$ cat src/rtl/vram_arbiter.sv
// vram_arbiter
//   Shares a single VRAM memory port between the display scanout fetcher
//   (read-only) and the fragment shader. Both clients use a hold-until-ack
//   handshake: sel/wr/addr/data/mask stay put until a one-cycle ack, and
//   sel drops on the edge after the ack. Each granted access becomes one
//   ready/valid memory transaction; read data is returned to the requester.
//   Only one transaction is in flight at a time.
//
// Ports
//   clk, reset_i                 clock, synchronous active-high reset
//   disp_sel_i, disp_addr_i      display read request
//   disp_ack_o, disp_data_o      display ack pulse / read data
//   frag_sel_i, frag_wr_i,       shader request, write/read, address,
//   frag_addr_i, frag_data_i,    write data and nibble write mask
//   frag_mask_i
//   frag_ack_o, frag_data_o      shader ack pulse / read data
//   mem_req_o, mem_wr_o,         memory request (valid), write flag,
//   mem_addr_o, mem_data_o,      address, write data, nibble mask
//   mem_mask_o
//   mem_ready_i                  memory accepts the request this cycle
//   mem_rvalid_i, mem_rdata_i    in-order read data return
module vram_arbiter #(
    parameter int ADDR_WIDTH      = 32,
    parameter int DATA_WIDTH      = 16,
    parameter int MASK_WIDTH      = 4,
    parameter int DISP_MAX_CONSEC = 4
) (
    input  logic                  clk,
    input  logic                  reset_i,
    input  logic                  disp_sel_i,
    input  logic [ADDR_WIDTH-1:0] disp_addr_i,
    output logic                  disp_ack_o,
    output logic [DATA_WIDTH-1:0] disp_data_o,
    input  logic                  frag_sel_i,
    input  logic                  frag_wr_i,
    input  logic [ADDR_WIDTH-1:0] frag_addr_i,
    input  logic [DATA_WIDTH-1:0] frag_data_i,
    input  logic [MASK_WIDTH-1:0] frag_mask_i,
    output logic                  frag_ack_o,
    output logic [DATA_WIDTH-1:0] frag_data_o,
    output logic                  mem_req_o,
    output logic                  mem_wr_o,
    output logic [ADDR_WIDTH-1:0] mem_addr_o,
    output logic [DATA_WIDTH-1:0] mem_data_o,
    output logic [MASK_WIDTH-1:0] mem_mask_o,
    input  logic                  mem_ready_i,
    input  logic                  mem_rvalid_i,
    input  logic [DATA_WIDTH-1:0] mem_rdata_i
);

    localparam int CNT_W = (DISP_MAX_CONSEC < 1) ? 1 : $clog2(DISP_MAX_CONSEC + 1);
    localparam logic [CNT_W-1:0] CNT_MAX = CNT_W'(DISP_MAX_CONSEC);

    typedef enum logic [1:0] {
        IDLE,
        ISSUE,
        WAIT_READ,
        ACK
    } state_t;

    state_t           state_q;
    state_t           state_d;
    logic             gnt_frag_q;   // client owning the in-flight access
    logic [CNT_W-1:0] disp_cnt_q;   // display grants while the shader waits
    logic             grant;
    logic             grant_frag;

    // Next-state and arbitration decode. Requests are looked at only in IDLE,
    // so a client changing its inputs mid-access has no effect.
    always_comb begin
        state_d    = state_q;
        grant      = 1'b0;
        grant_frag = 1'b0;
        unique case (state_q)
            IDLE: begin
                if (disp_sel_i || frag_sel_i) begin
                    grant      = 1'b1;
                    // Display has priority until it has starved a waiting
                    // shader for DISP_MAX_CONSEC grants in a row.
                    grant_frag = frag_sel_i && (!disp_sel_i || (disp_cnt_q == CNT_MAX));
                    state_d    = ISSUE;
                end
            end
            ISSUE: begin
                if (mem_ready_i) begin
                    state_d = mem_wr_o ? ACK : WAIT_READ;
                end
            end
            WAIT_READ: begin
                if (mem_rvalid_i) begin
                    state_d = ACK;
                end
            end
            ACK: begin
                state_d = IDLE;
            end
            default: begin
                state_d = IDLE;
            end
        endcase
    end

    always_ff @(posedge clk) begin
        if (reset_i) begin
            state_q     <= IDLE;
            gnt_frag_q  <= 1'b0;
            disp_cnt_q  <= '0;
            mem_wr_o    <= 1'b0;
            mem_addr_o  <= '0;
            mem_data_o  <= '0;
            mem_mask_o  <= '1;
            disp_data_o <= '0;
            frag_data_o <= '0;
        end else begin
            state_q <= state_d;

            // A shader grant or an IDLE cycle without a waiting shader
            // restarts the starvation count.
            if (state_q == IDLE) begin
                if (grant_frag || !frag_sel_i) begin
                    disp_cnt_q <= '0;
                end else if (grant && (disp_cnt_q != CNT_MAX)) begin
                    disp_cnt_q <= disp_cnt_q + 1'b1;
                end
            end

            // The memory-side fields are latched once at grant and then held
            // for the whole ISSUE phase.
            if (grant) begin
                gnt_frag_q <= grant_frag;
                if (grant_frag) begin
                    mem_wr_o   <= frag_wr_i;
                    mem_addr_o <= frag_addr_i;
                    mem_data_o <= frag_data_i;
                    mem_mask_o <= frag_mask_i;
                end else begin
                    mem_wr_o   <= 1'b0;
                    mem_addr_o <= disp_addr_i;
                    mem_data_o <= '0;
                    mem_mask_o <= '1;
                end
            end

            // rvalid is meaningful only while a read is outstanding.
            if ((state_q == WAIT_READ) && mem_rvalid_i) begin
                if (gnt_frag_q) begin
                    frag_data_o <= mem_rdata_i;
                end else begin
                    disp_data_o <= mem_rdata_i;
                end
            end
        end
    end

    assign mem_req_o  = (state_q == ISSUE);
    assign disp_ack_o = (state_q == ACK) && !gnt_frag_q;
    assign frag_ack_o = (state_q == ACK) && gnt_frag_q;

endmodule
$ cat config.mk
export PLATFORM = sky130hd
export DESIGN_NAME = vram_arbiter
export DESIGN_NICKNAME = d
export VERILOG_FILES = /design/src/rtl/vram_arbiter.sv
export SDC_FILE = /design/constraint.sdc
export NUM_CORES = 1
export LEC_CHECK = 0
export ABC_AREA = 0
export CAP_MARGIN = 20
export CORE_UTILIZATION = 40
export CTS_CLUSTER_SIZE = 25
export DETAILED_ROUTE_END_ITERATION = 16
export MAX_ROUTING_LAYER = met4
export PLACE_DENSITY = 0.81
export SETUP_SLACK_MARGIN = 0.2
export SLEW_MARGIN = 40
export SYNTH_ARGS = -nofsm -noshare
export SYNTH_HDL_FRONTEND = slang
export SYNTH_SLANG_ARGS = --single-unit
export TNS_END_PERCENT = 100
$ cat constraint.sdc
create_clock -name clk -period 2 [get_ports clk]
set_clock_uncertainty 0.15 [all_clocks]
set_input_delay 0.2 -clock clk [delete_from_list [all_inputs] [get_ports clk]]
set_output_delay 0.2 -clock clk [all_outputs]
set_load 0.01 [all_outputs]
==> summary.txt <==
share of layout cells above drive strength 1 -> 0.0789
Max IR drop VDD -> 0.417 mV
Place WS -> 0.0517 ns
Critical Path Start Type -> register
worst endpoint required time -> 2.11 ns
period utilization -> 0.870
CP Cell Sequence -> inv_1, ha_1, a21boi_4, buf_12, o21ai_0, a311oi_1
root buf cell -> clkbuf_8
Gate Count Post-Synth -> 450
Post-Synth Adder-Cell Area -> 0.0231
residual DRC count -> 0
Worst Path Max Fanout -> 23
FMAX -> 575 MHz
DP Wirelength -> 8410 um
area grow syn2layout -> 61.7%
Syn. warnings -> 0
global route overflow -> 0
Rel. slew slack -> 0.478
clock slew at reported path FFs -> 0.10 ns
GP Congestion -> 0.826
switching share of power -> 0.362
final instance area -> 0.00612 mm^2
I/O Buffers -> 194
Cell Rows -> 35
Total Power -> 6410 uW
DR pass1 iterations -> 4
placed cell area -> 0.00586 mm^2
sw power -> 2320 uW
Final Critical Period -> 1.74 ns
WL per Instance -> 15.9 um
Compound-Gate Fraction of Synth Area -> 0.241
R2R setup slack -> 0.26 ns
post-route ant nets -> 0
via density per instance -> 5.44
I/O pins -> 195
mux cell area share after synthesis -> 0
#FFs+latches synth -> 91
most frequent cell after synthesis -> dfxtp_1
status -> finished, final reports clean
Synthesized Nets -> 564
largest net degree at the start of global routing -> 43
worst skew pair latency -> 0.35 ns
gr usage total -> 0.240
Comb pwr share -> 0.443
Initial Util -> 0.412
Die Height -> 99.3 um
critical path endpoint category -> register
main combinational cell family by area after synthesis -> compound AO/OA/AOI/OAI gates
number of synthesized flops with an enable pin -> 0
Worst path max stage delay -> 0.37 ns
first-pass GRT wire length -> 18,500 um
register share of total power -> 0.373
largest area contributor in the netlist -> dfxtp_1
worst setup margin -> 0.261 ns
class of the worst hold path -> in -> reg
PwrDens -> 1050 mW/mm^2
internal power -> 4090 uW
simple-gate share of the synthesized area -> 0.193
Syn Area/Cell -> 8.42 um^2
CTS Buf Count -> 9
H-tree depth -> 3
final hold violations -> 0
CP Class -> reg -> reg
Area contributors post-synth -> dfxtp_1 (48%), a311oi_1 (7.4%), nand2_1 (6.7%), nor2_1 (5.0%), a21oi_1 (4.8%)
CTS tree -> done
Mapped Area -> 0.00379 mm^2
Final setup violation count -> 0
Post-Route WL -> 11,800 um
Max Slew Vio Count -> 0
die area -> 0.00986 mm^2
Worst-Margin Slew -> 0.783 ns
Async SR Flop Fraction -> 0
nets -> 743
initial antenna violation count -> 0
CP max-delay cell -> dfxtp_1
setup tns final -> 0 ns
clock sink count -> 91
RSZ-0062 raised after global routing -> true
share of the synthesized area in the top cell type -> 0.481
number of max-cap violations -> 0
die span in x -> 99.3 um
P_leak -> 0.00215 uW
Commonest cells post-synth -> dfxtp_1 (91), nand2_1 (68), nor2_1 (50)
CP Data Arrival Time -> 1.85 ns
diode count -> 0
XOR/XNOR Fraction of Synth Area -> 0
via count -> 4,050
vias in the first global route -> 3,898
Yosys cell types -> 35
Max clock buf depth -> 2
Clk pwr share -> 0.185
DR iter-0 viols -> 193
Seq/Total Area, Yosys -> 0.481
Core ar. -> 0.00920 mm^2
Synth Flop Type -> dfxtp_1
==> layout by cell type (no fill, tap or decap), types with 2 or more instances in the layout <==
master / n
dlygate4sd2_1: 3
clkdlybuf4s50_1: 190
nor2_1: 50
dfxtp_2: 2
nor2b_1: 4
nand2_1: 67
o2111ai_1: 2
inv_1: 4
buf_12: 7
a311oi_2: 2
clkbuf_8: 9
dfxtp_1: 89
a21oi_1: 36
o32ai_1: 5
buf_4: 9
nand3_1: 33
buf_6: 2
inv_6: 3
a32oi_1: 17
o21ai_0: 32
ha_1: 5
a311oi_1: 30
nand2b_1: 5
and3b_1: 2
==> worst max-delay path: cells and delay by family (launching register included) <==
family	cells	cell delay (ns)
flops	1	0.37
buf+inv	2	0.26
compound gates	3	0.63
fa+ha+maj	1	0.24
==> routing by layer <==
metal	share of wire	routed length, um	GRT usage
met5	0	0	-
met4	0.034	406	0.122
met3	0.050	598	0.0429
met2	0.48	5640	0.387
met1	0.44	5210	0.288
==> through the flow <==
step	hold WS, ns	cells	util
2_1_floorplan	0.186	450	-
3_3_place_gp	0.293	727	0.638
3_5_place_dp	0.296	727	0.638
4_1_cts	0.182	743	0.659
5_1_grt	0.210	745	0.666
6_report	0.186	745	0.666
==> worst paths after layout <==
check             depth (start not counted)      startpoint        endpoint
hold / removal                            2         reset_i   mem_data_o[5]
hold reg to reg                           2  frag_data_o[4]  frag_data_o[4]
setup reg to reg                          6   disp_cnt_q[0]  mem_addr_o[23]
setup / recovery                          6   disp_cnt_q[0]  mem_addr_o[23]
==> layout make-up <==
type	count	area (um^2)
multi-input cells	309	1770
flip-flops and latches	91	1820
clock buffers	9	124
clock inverters	7	58.8
fillers	769	3070
well taps	111	139
inverters	5	18.8
repair buffers	213	2190
==> cells by family after synthesis <==
logic type | after synthesis
adder cells (fa/ha/maj) | 7
buffers and inverters | 50
AO/OA/AOI/OAI | 133
AND/OR/NAND/NOR | 169
flip-flops | 91
==> repair_timing <==
item	CTS	global route
setup endpoints to repair	12	35
gates cloned	0	1
pin swaps	0	2
resized for setup	7	9
buffers inserted	0	1
hold buffers	0	0
==> state kept, by name, summed over array words and instances (netlist names) <==
signal,flops
disp_cnt_q,3
disp_data_o,16
frag_data_o,16
gnt_frag_q,1
mem_addr_o,32
mem_data_o,16
mem_mask_o,4
mem_wr_o,1
state_q,2
==> power by group through the flow <==
| stage | Sequential [uW] | Combinational, uW | Clock, uW |
|---|---|---|---|
| floorplan | 2560 | 1270 | 0 |
| global placement | 2410 | 2650 | 0 |
| detailed placement | 2420 | 2720 | 0 |
| CTS | 2390 | 2720 | 1220 |
| finish | 2390 | 2840 | 1190 |
| global route | 2440 | 3060 | 1290 |
(Power assumes the default switching activity.)
